<file path="src/rtl/stream_rr_arbiter.sv">
// stream_rr_arbiter: round-robin packet arbiter placing N AXI-Stream requesters
// in front of one shared stream port. A grant lasts for a whole packet, from the
// first beat to the tlast beat. The data path is a combinational mux and holds no
// data.
//
// Optional feature: define STREAM_ARB_NO_BUBBLE_EN to re-arbitrate on the tlast beat.
// This removes the single IDLE cycle between back-to-back packets.
//
// state | meaning
// ------+----------------------------------------------------------------
// IDLE  | no owner; outputs quiet; next valid requester picked round-robin
// BUSY  | requester 'grant' owns the output until its tlast beat transfers
module stream_rr_arbiter #(
  parameter int N = 4,
  parameter int W = 32
) (
  input  logic                 aclk,
  input  logic                 aresetn,
  input  logic [N*W-1:0]       in_tdata,
  input  logic [N-1:0]         in_tvalid,
  input  logic [N-1:0]         in_tlast,
  output logic [N-1:0]         in_tready,
  output logic [W-1:0]         out_tdata,
  output logic                 out_tvalid,
  output logic                 out_tlast,
  input  logic                 out_tready,
  output logic [$clog2(N)-1:0] grant_id
);

  localparam int GW = $clog2(N);

  typedef enum logic {
    IDLE = 1'b0,
    BUSY = 1'b1
  } state_t;

  state_t        state, state_nxt;
  logic [GW-1:0] grant, grant_nxt;
  logic [GW-1:0] last_grant, last_grant_nxt;
  logic [GW-1:0] pick_base;
  logic [GW-1:0] pick;
  logic          pick_valid;
  logic [GW:0]   scan_sum;
  logic [GW-1:0] scan_idx;
  logic [W-1:0]  lane [N];
  logic          busy;
  logic          xfer;

  for (genvar i = 0; i < N; i++) begin : g_lane
    assign lane[i] = in_tdata[i*W +: W];
  end

  assign busy = (state == BUSY);

  // Round-robin scan base: the previous owner, or the current owner on a tlast beat.
`ifdef STREAM_ARB_NO_BUBBLE_EN
  always_comb begin
    pick_base = busy ? grant : last_grant;
  end
`else
  always_comb begin
    pick_base = last_grant;
  end
`endif

  // Scan from pick_base+1 and wrap modulo N, so the result stays below N even when N is not a power of two.
  always_comb begin
    pick       = '0;
    pick_valid = 1'b0;
    scan_sum   = '0;
    scan_idx   = '0;
    for (int k = 1; k <= N; k++) begin
      scan_sum = {1'b0, pick_base} + (GW+1)'(k);
      if (scan_sum >= (GW+1)'(N)) begin
        scan_sum = scan_sum - (GW+1)'(N);
      end
      scan_idx = scan_sum[GW-1:0];
      if (!pick_valid && in_tvalid[scan_idx]) begin
        pick       = scan_idx;
        pick_valid = 1'b1;
      end
    end
  end

  // Combinational data path from the owner to the shared port, gated by BUSY.
  always_comb begin
    in_tready        = '0;
    in_tready[grant] = busy & out_tready;
    out_tdata        = lane[grant];
    out_tvalid       = busy & in_tvalid[grant];
    out_tlast        = busy & in_tlast[grant];
  end

  assign xfer     = out_tvalid & out_tready;
  assign grant_id = grant;

  // Next-state logic: arbitrate in IDLE, then hold the grant until the tlast beat transfers.
  always_comb begin
    state_nxt      = state;
    grant_nxt      = grant;
    last_grant_nxt = last_grant;
    case (state)
      IDLE: begin
        if (pick_valid) begin
          grant_nxt = pick;
          state_nxt = BUSY;
        end
      end
      BUSY: begin
        if (xfer && out_tlast) begin
          last_grant_nxt = grant;
`ifdef STREAM_ARB_NO_BUBBLE_EN
          if (pick_valid) begin
            grant_nxt = pick;
          end else begin
            state_nxt = IDLE;
          end
`else
          state_nxt = IDLE;
`endif
        end
      end
      default: state_nxt = IDLE;
    endcase
  end

  // State registers. After reset last_grant = N-1, so requester 0 has first priority.
  always_ff @(posedge aclk or negedge aresetn) begin
    if (!aresetn) begin
      state      <= IDLE;
      grant      <= '0;
      last_grant <= GW'(N-1);
    end else begin
      state      <= state_nxt;
      grant      <= grant_nxt;
      last_grant <= last_grant_nxt;
    end
  end

endmodule

</file>
<file path="config.mk">
export PLATFORM = sky130hd
export DESIGN_NAME = stream_rr_arbiter
export DESIGN_NICKNAME = d
export VERILOG_FILES = /design/src/rtl/stream_rr_arbiter.sv
export SDC_FILE = /design/constraint.sdc
export NUM_CORES = 1
export LEC_CHECK = 0
export ABC_AREA = 1
export CAP_MARGIN = 20
export CORE_MARGIN = 4
export CORE_UTILIZATION = 26
export CTS_CLUSTER_SIZE = 12
export DETAILED_ROUTE_END_ITERATION = 7
export PLACE_DENSITY = 0.81
export SLEW_MARGIN = 20
export SYNTH_ARGS = -nofsm -noshare
export SYNTH_HDL_FRONTEND = slang
export SYNTH_SLANG_ARGS = --single-unit
</file>
<file path="constraint.sdc">
create_clock -name aclk -period 1.6 [get_ports aclk]
set_input_delay 0.24 -clock aclk [delete_from_list [all_inputs] [get_ports aclk]]
set_output_delay 0.24 -clock aclk [all_outputs]
set_load 0.005 [all_outputs]
</file>
[Word level (Yosys, flattened, before mapping)]
Index checks and enable logic that the tools add are counted.
Storage, ports and cells
  logic and storage cells: 71
  register bits after elaboration: 5
Operators by class
  multiplexer cells: 32
  $add $sub $neg: 8
  $lt $le $gt $ge: 11
  bitwise gates (word level): 7
  reduce and logical (&&, ||, !) cells: 10
Operator list (number)
  32-bit binary-select mux with 2-bit select: 1
  32-bit 2-to-1 mux: 2
  2-bit 2-to-1 mux: 8
  3-bit greater-or-equal comparator, second input constant: 5
  2-bit by 3-bit less-than comparator with 1-bit output, second input constant: 5
  1-bit 2-to-1 mux: 13
  1-bit binary-select mux with 2-bit select: 6
  2-bit by 1-bit subtractor with 2-bit output, second input constant: 4
  2-bit by 2-bit adder with 3-bit output, second input constant: 2
  1-bit logical AND: 5
  1-bit AND: 4
  4-bit AND: 1
  2-bit AND reduction: 2
  2-bit by 1-bit adder with 3-bit output, second input constant: 1
  2-bit by 3-bit adder with 3-bit output, second input constant: 1
  1-bit logical NOT: 3
  2-bit inverter with 3-bit output: 1
  1-bit demux with 2-bit select: 1
  2-bit by 1-bit greater-or-equal comparator with 1-bit output, second input constant: 1
  1-bit case mux with 2 select lines: 1
  1-bit inverter: 1

[Depth between registers and ports, before layout]
Gate-level depths: netlist (run 1).
  depth in word-level cells: 17
  mapped depth: 12
  gate-level depth less buffers: 11

[Least setup slack after synthesis (run 1)]
No wires, ideal clock.
  path kind: reg-to-reg
  from: reg last_grant[1]
  to: reg grant[1], in the netlist grant_id[1]
  cell stages (with the launch flop): 13
  path buffers: 1
  setup slack: 0.161 ns
  arrival: 1.323 ns
  period minus slack after synthesis: 1.439 ns
  cells stage by stage: dfstp_2 buf_4 inv_2 nand2_2 nand2_2 nand2_2 nand2_2 nor2_4 nand3_2 nand2_2 inv_2 nand2_1 nand2_1
On the way
  cells in the longest elaborated chain, start to end: 16
Ends and longest elaborated chain
  from (decl): RTL line 39  | logic [GW-1:0] last_grant, last_grant_nxt;
  from (signal assigned): RTL line 132  | last_grant <= GW'(N-1);
  from (signal assigned): RTL line 136  | last_grant <= last_grant_nxt;
  2-bit by 1-bit adder with 3-bit output: RTL line 73  | scan_sum = {1'b0, pick_base} + (GW+1)'(k);
  3-bit greater-or-equal comparator or 2-bit by 1-bit subtractor with 2-bit output (tied branches): RTL line 74, 75
  2-bit 2-to-1 mux: RTL line 74  | if (scan_sum >= (GW+1)'(N)) begin
  1-bit binary-select mux with 2-bit select: RTL line 78  | if (!pick_valid && in_tvalid[scan_idx]) begin
  1-bit 2-to-1 mux (not written as such): RTL line 78
  1-bit 2-to-1 mux: RTL line 78
  1-bit logical NOT: RTL line 78
  1-bit logical AND: RTL line 78
  1-bit 2-to-1 mux: RTL line 78
  1-bit logical NOT: RTL line 78
  1-bit logical AND: RTL line 78
  1-bit 2-to-1 mux: RTL line 78
  1-bit logical NOT: RTL line 78
  1-bit logical AND: RTL line 78
  1-bit 2-to-1 mux: RTL line 78
  2-bit AND reduction (no source line)
  to (signal assigned): RTL line 135  | grant <= grant_nxt;
  to (decl): RTL line 38  | logic [GW-1:0] grant, grant_nxt;
Parallel ways exist; a longest one is shown, timed or not. The select of a mux whose other input is x is not followed.
A chain may end at the register's enable or synchronous reset.

[Worst setup path after layout (run 1)]
  from: reg grant[0], in the netlist grant_id[0]
  to: out out_tdata[12]
On the way
  cells in the longest elaborated chain, start to end: 4
Ends and longest elaborated chain
  2-bit inverter with 3-bit output (not written as such): RTL line 89  | out_tdata = lane[grant];
  32-bit binary-select mux with 2-bit select: RTL line 89
  32-bit 2-to-1 mux (not written as such) (2 in a row): RTL line 89
  to (decl): RTL line 23  | output logic [W-1:0] out_tdata,
Every way passes these cells. The select of a mux whose other input is x is not followed.

==> results of run 1 <==
[Yosys cell counts (all sizes together)]
| master | count |
|---|---|
| dfrtp | 3 |
| nor2 | 12 |
| inv | 12 |
| nand4 | 2 |
| o22ai | 1 |
| nand2 | 59 |
| dfstp | 2 |
| clkbuf | 9 |
| a22oi | 31 |
| buf | 13 |
| a21oi | 2 |
| o21ai | 3 |
| nand3 | 104 |
[layer usage]
| metal | track usage [%] | up-vias |
|---|---|---|
| met5 | 0 | - |
| met4 | 13.1 | 0 |
| met3 | 9.65 | 45 |
| met2 | 47.2 | 146 |
| met1 | 26.6 | 1320 |
| li1 | - | 1364 |
[power by group]
group          switching, mW  internal [mW]  total, mW
logic                   3.00           3.19       6.19
clock network         0.0695          0.172      0.241
registers             0.0928          0.207      0.299
[repair_timing]
item / CTS / global route
cloned: 4 / 0
setup buffers: 18 / 18
pin swaps: 13 / 32
setup endpoints to repair: 41 / 41
gates resized for setup: 164 / 80
[placed cells by master, fill, tap and decap left out, types with 3 or more instances in the layout]
cell type / netlist / layout
a22oi_2: 0 / 30
buf_12: 0 / 10
buf_2: 9 / 24
buf_4: 2 / 44
buf_6: 1 / 9
clkbuf_2: 0 / 13
clkbuf_8: 0 / 3
clkdlybuf4s50_1: 0 / 138
inv_1: 4 / 4
inv_2: 7 / 3
inv_4: 0 / 3
nand2_1: 45 / 30
nand2_2: 14 / 18
nand2_4: 0 / 11
nand3_1: 102 / 98
nand3_2: 2 / 4
nor2_1: 8 / 7
nor2_4: 2 / 4
[cell type report]
class | instances | area, sq um
timing repair buffer | 244 | 2300
multi-input combinational | 214 | 1440
fill | 355 | 1130
sequential | 5 | 130
tap | 70 | 87.6
inverter | 12 | 67.6
clock buffer | 4 | 45.0
[sequential cells by signal, summed over array words and instances (netlist names)]
name / cells
last_grant: 2
busy: 1
grant_id: 2
[cells by family after synthesis]
group	Yosys count
AND/OR/NAND/NOR	177
flip-flops	5
AO/OA/AOI/OAI	37
buffers and inverters	34
[path summary, 6_finish.rpt]
| kind | from | end | slack [ps] | cells past startpoint |
|---|---|---|---|---|
| setup / recovery | grant_id[0] | out_tdata[12] | -220 | 8 |
| min in group aclk | busy | busy | 530 | 2 |
| setup reg to reg | grant_id[0] | last_grant[1] | -100 | 12 |
| max in group asynchronous | aresetn | last_grant[0] | 1100 | 1 |
| hold reg to reg | busy | busy | 530 | 2 |
| hold / removal | aresetn | grant_id[0] | 250 | 1 |
[metrics by stage]
stage	cells	utilization, %	setup WS, ps
6_report	549	78.3	-216
5_1_grt	549	78.3	-257
4_1_cts	534	74.3	-233
3_5_place_dp	508	66.2	-286
3_3_place_gp	508	66.2	-251
2_1_floorplan	253	-	161
[worst max-delay path, cell delays in order (launching register included)]
cell and delay [ps]:
dfrtp_2 420, buf_6 140, nand2_4 60, inv_4 50
buf_12 130, buf_6 120, a22oi_2 190, nand3_1 100
buf_2 140
==> flow_summary_export.csv, run 1 <==
group,metric,value,unit
run_status,violations,"negative setup slack",
placed_design,gp_congestion,0.805,
synthesis,synth_top_area_share,36.0,%
global_route,grt_pass1_wl,13700,um
synthesis,syn_nets,392,
synthesis,synth_top_area_cell,"nand3_1",
min_path,hold_path.class,"in2async",
route,drt_pass1_iterations,4,
clock_network,cts_hold_buffers,0,
synthesis,synth_compound_area_share,18.6,%
floorplanning,placementRows,26,
route,viasPerCell,5.24,
floorplanning,initial_core_util,27.2,%
route,drt_iter0_markers,107,
sta,fin_crit,1820,ps
route,top_layer,"met4",
route,drt-wirelength-per-cell,18.4,um
clock_network,cts_sinks,5,
floorplanning,die_h,81.8,um
finish,finalInstanceArea,4080,sq um
finish,drive_gt1_share,40.1,%
clock_network,numCtsBuffers,3,
sta,worst_slew_pin_slew,239,ps
synthesis,synthXorXnorAreaFrac,0,%
synthesis,synth_adder_area_share,0,%
worst_setup_path,critPathMaxFanout,9,
sta,hold_viol,0,
clock_network,htreeDepth,1,
synthesis,synth_cells,253,
route,drc_errors,0,
synthesis,syn_area,1420,sq um
finish,layout.nets,619,
worst_setup_path,required,1360,ps
sta,slew_headroom,84.0,%
clock_network,root_buffer,"clkbuf_8",
sta,period_share,113,%
global_route,grt_remaining_overflow,0,
power,ir_worst_vdd,1010,uV
floorplanning,core-area,5200,sq um
clock_network,insertion_delay,220,ps
synthesis,synth_top_family_by_area,"simple AND/OR/NAND/NOR gates",
sta,finalSetupViolCount,38,
synthesis,synth_simple_gate_area_share,61.0,%
synthesis,ys_seq_area_share,9.00,%
worst_setup_path,end_kind,"output pin",
clock_network,clk_pin_slew,40,ps
worst_setup_path,cp-start-kind,"flop",
sta,slew_viol_final,0,
synthesis,synth.area.mux_share,0,%
power,power.total,6.73,mW
route,dr_wl_met3,1060,um
clock_network,cts_buffer_depth,2,
global_route,grt_max_degree,30,
run_status,outcome,"complete, but fails checks",
sta,fmaxAchievable,551,MHz
floorplanning,die_x,81.8,um
sta,tns,-4360,ps
finish,syn_to_final_growth,187,%
power,p_leak,1.77,nW
floorplanning,ios,179,
sta,hold-worst-slack,245,ps
sta,fin_skew,1.25,ps
floorplanning,die_area,6700,sq um
placed_design,io_buffers,178,
route,wl,10100,um
global_route,grt_pass1_vias,2862,
route,met2WireLength,5140,um
run,drv_cap,0,
finish,diodes,0,
placed_design,post_dp_cell_area,3450,sq um
worst_setup_path,critPathKind,"reg2out",
power,cellPowerDensity,1650,nW/um^2
synthesis,yosys_warnings,0,
route,via_count,2875,
worst_setup_path,cp.arrival,1580,ps
synthesis,yosysUniqueCellTypes,23,
synthesis,synth.area.top_cells,"nand3_1 (36%), a22oi_1 (16%), nand2_1 (12%), nand2_2 (6.2%), dfrtp_1 (5.3%)",
clock_network,tritoncts,"yes",
global_route,grt_usage,26.3,%
synthesis,avgSynthCellArea,5.60,sq um
sta,rsz0062_at_grt,"true",
global_route,antenna_found_initial,0,
placed_design,dp_hpwl,7080,um
route,wl_met1,3500,um
synthesis,synth-seq-cells,5,
route,final_antenna_net_count,0,
sta,setup_slack,-216,ps
Power figures use the tool's default switching activity.
==> run 2, diff against run 1 <==
- CORE_ASPECT_RATIO: not set -> 1.75
==> flow_summary_export.csv, run 2 (synthesized netlist as in run 1, its figures left out) <==
group,metric,value,unit
clock_network,cts_buffer_depth,2,
floorplanning,die_x,63.8,um
route,drc_errors,0,
power,ir_worst_vdd,916,uV
min_path,hold_path.class,"in2async",
route,final_antenna_net_count,0,
finish,finalInstanceArea,3950,sq um
route,met2WireLength,5200,um
floorplanning,core-area,5300,sq um
clock_network,tritoncts,"yes",
worst_setup_path,critPathKind,"reg2out",
clock_network,insertion_delay,230,ps
sta,rsz0062_at_grt,"true",
route,wl,9470,um
sta,hold-worst-slack,248,ps
sta,slew_headroom,81.4,%
placed_design,dpl_worst_slack,-277,ps
clock_network,cts_sinks,5,
sta,worst_slew_pin_slew,278,ps
route,dr_wl_met3,830,um
sta,fin_crit,1790,ps
global_route,grt_pass1_vias,2838,
finish,final.fill_count,404,
run_status,outcome,"complete, but fails checks",
floorplanning,placementRows,35,
worst_setup_path,critPathMaxFanout,7,
finish,drive_gt1_share,38.2,%
clock_network,clk_pin_slew,40,ps
route,drt-wirelength-per-cell,17.5,um
run,drv_cap,0,
route,drt_pass1_iterations,5,
placed_design,dp_hpwl,7300,um
global_route,grt_remaining_overflow,0,
worst_setup_path,cp.arrival,1550,ps
worst_setup_path,end_kind,"output pin",
floorplanning,initial_core_util,26.8,%
clock_network,numCtsBuffers,3,
global_route,antenna_found_initial,0,
finish,layout.nets,606,
power,cellPowerDensity,1630,nW/um^2
placed_design,post_dp_cell_area,3480,sq um
worst_setup_path,required,1360,ps
finish,syn_to_final_growth,179,%
floorplanning,die_h,106,um
power,p_leak,1.71,nW
sta,slew_viol_final,0,
floorplanning,ios,179,
route,via_count,2791,
finish,mostFrequentLayoutCells,"clkdlybuf4s50_1 (139), nand3_1 (94), buf_2 (34), buf_4 (34), nand2_1 (33)",
placed_design,io_buffers,178,
global_route,grt_pass1_wl,13800,um
finish,diodes,0,
sta,setup_slack,-185,ps
route,drt_iter0_markers,187,
clock_network,htreeDepth,1,
global_route,grt_usage,26.0,%
finish,final_common_cell,"clkdlybuf4s50_1",
clock_network,cts_hold_buffers,0,
sta,finalSetupViolCount,37,
global_route,grt_max_degree,33,
route,top_layer,"met4",
clock_network,root_buffer,"clkbuf_8",
route,wl_met1,3090,um
placed_design,gp_congestion,1.01,
route,viasPerCell,5.17,
floorplanning,die_area,6740,sq um
worst_setup_path,cp-start-kind,"flop",
sta,fin_skew,1.73,ps
run_status,violations,"negative setup slack",
sta,fmaxAchievable,560,MHz
sta,hold_viol,0,
sta,period_share,112,%
[run 2: through the flow]
stage	total power, mW	TNS, ps	utilization, %	std cells
2_1_floorplan	2.50	0	-	253
3_3_place_gp	5.16	-6660	65.8	518
3_5_place_dp	5.21	-7260	65.8	518
4_1_cts	5.96	-3460	70.9	534
5_1_grt	6.90	-6960	74.6	540
6_report	6.46	-4520	74.6	540
[run 2: timing repair]
action,4_1_cts,5_1_grt
buffers inserted,9,8
cloned,3,0
pin swaps,52,45
resized for setup,196,46
endpoints found under the setup margin,40,42
hold endpoints to repair,0,0
[run 2: critical path: stages (launching register included)]
cell and delay, ps:
dfrtp_2 400, inv_4 70, nand2_4 80, inv_4 50, buf_12 130, buf_12 130
buf_8 120, a22oi_2 130, nand3_1 70, buf_2 130
[run 2: where the power goes]
group          internal, mW  switching [mW]
clock network         0.169          0.0778
registers             0.204          0.0912
logic                  2.97            2.95
total                  3.34            3.12
[run 2: path summary, 6_finish.rpt]
kind	startpoint	to	slack (ps)	cells after the start
setup / recovery	grant_id[1]	out_tdata[5]	-190	9
hold / removal	aresetn	busy	250	1
setup reg to reg	last_grant[0]	grant_id[1]	-30	11
hold reg to reg	last_grant[1]	last_grant[1]	510	2
max in group asynchronous	aresetn	last_grant[0]	1080	1
min in group aclk	last_grant[1]	last_grant[1]	510	2
[run 2: layout make-up]
type                    instances  area, sq um  area share [%]
flip-flops and latches          5          129            3.26
clock inverters                 1         5.00           0.127
repair buffers                231         2190            55.4
inverters                      12         65.1            1.65
well taps                      74         92.6            2.34
clock buffers                   3         41.3            1.04
multi-input cells             214         1430            36.2
[run 2: per-layer routing]
layer / vias up / global-route usage [%]
met4: 0 / 9.27
met1: 1258 / 25.2
met3: 29 / 6.72
met2: 169 / 50.6
met5: - / 0
li1: 1335 / -
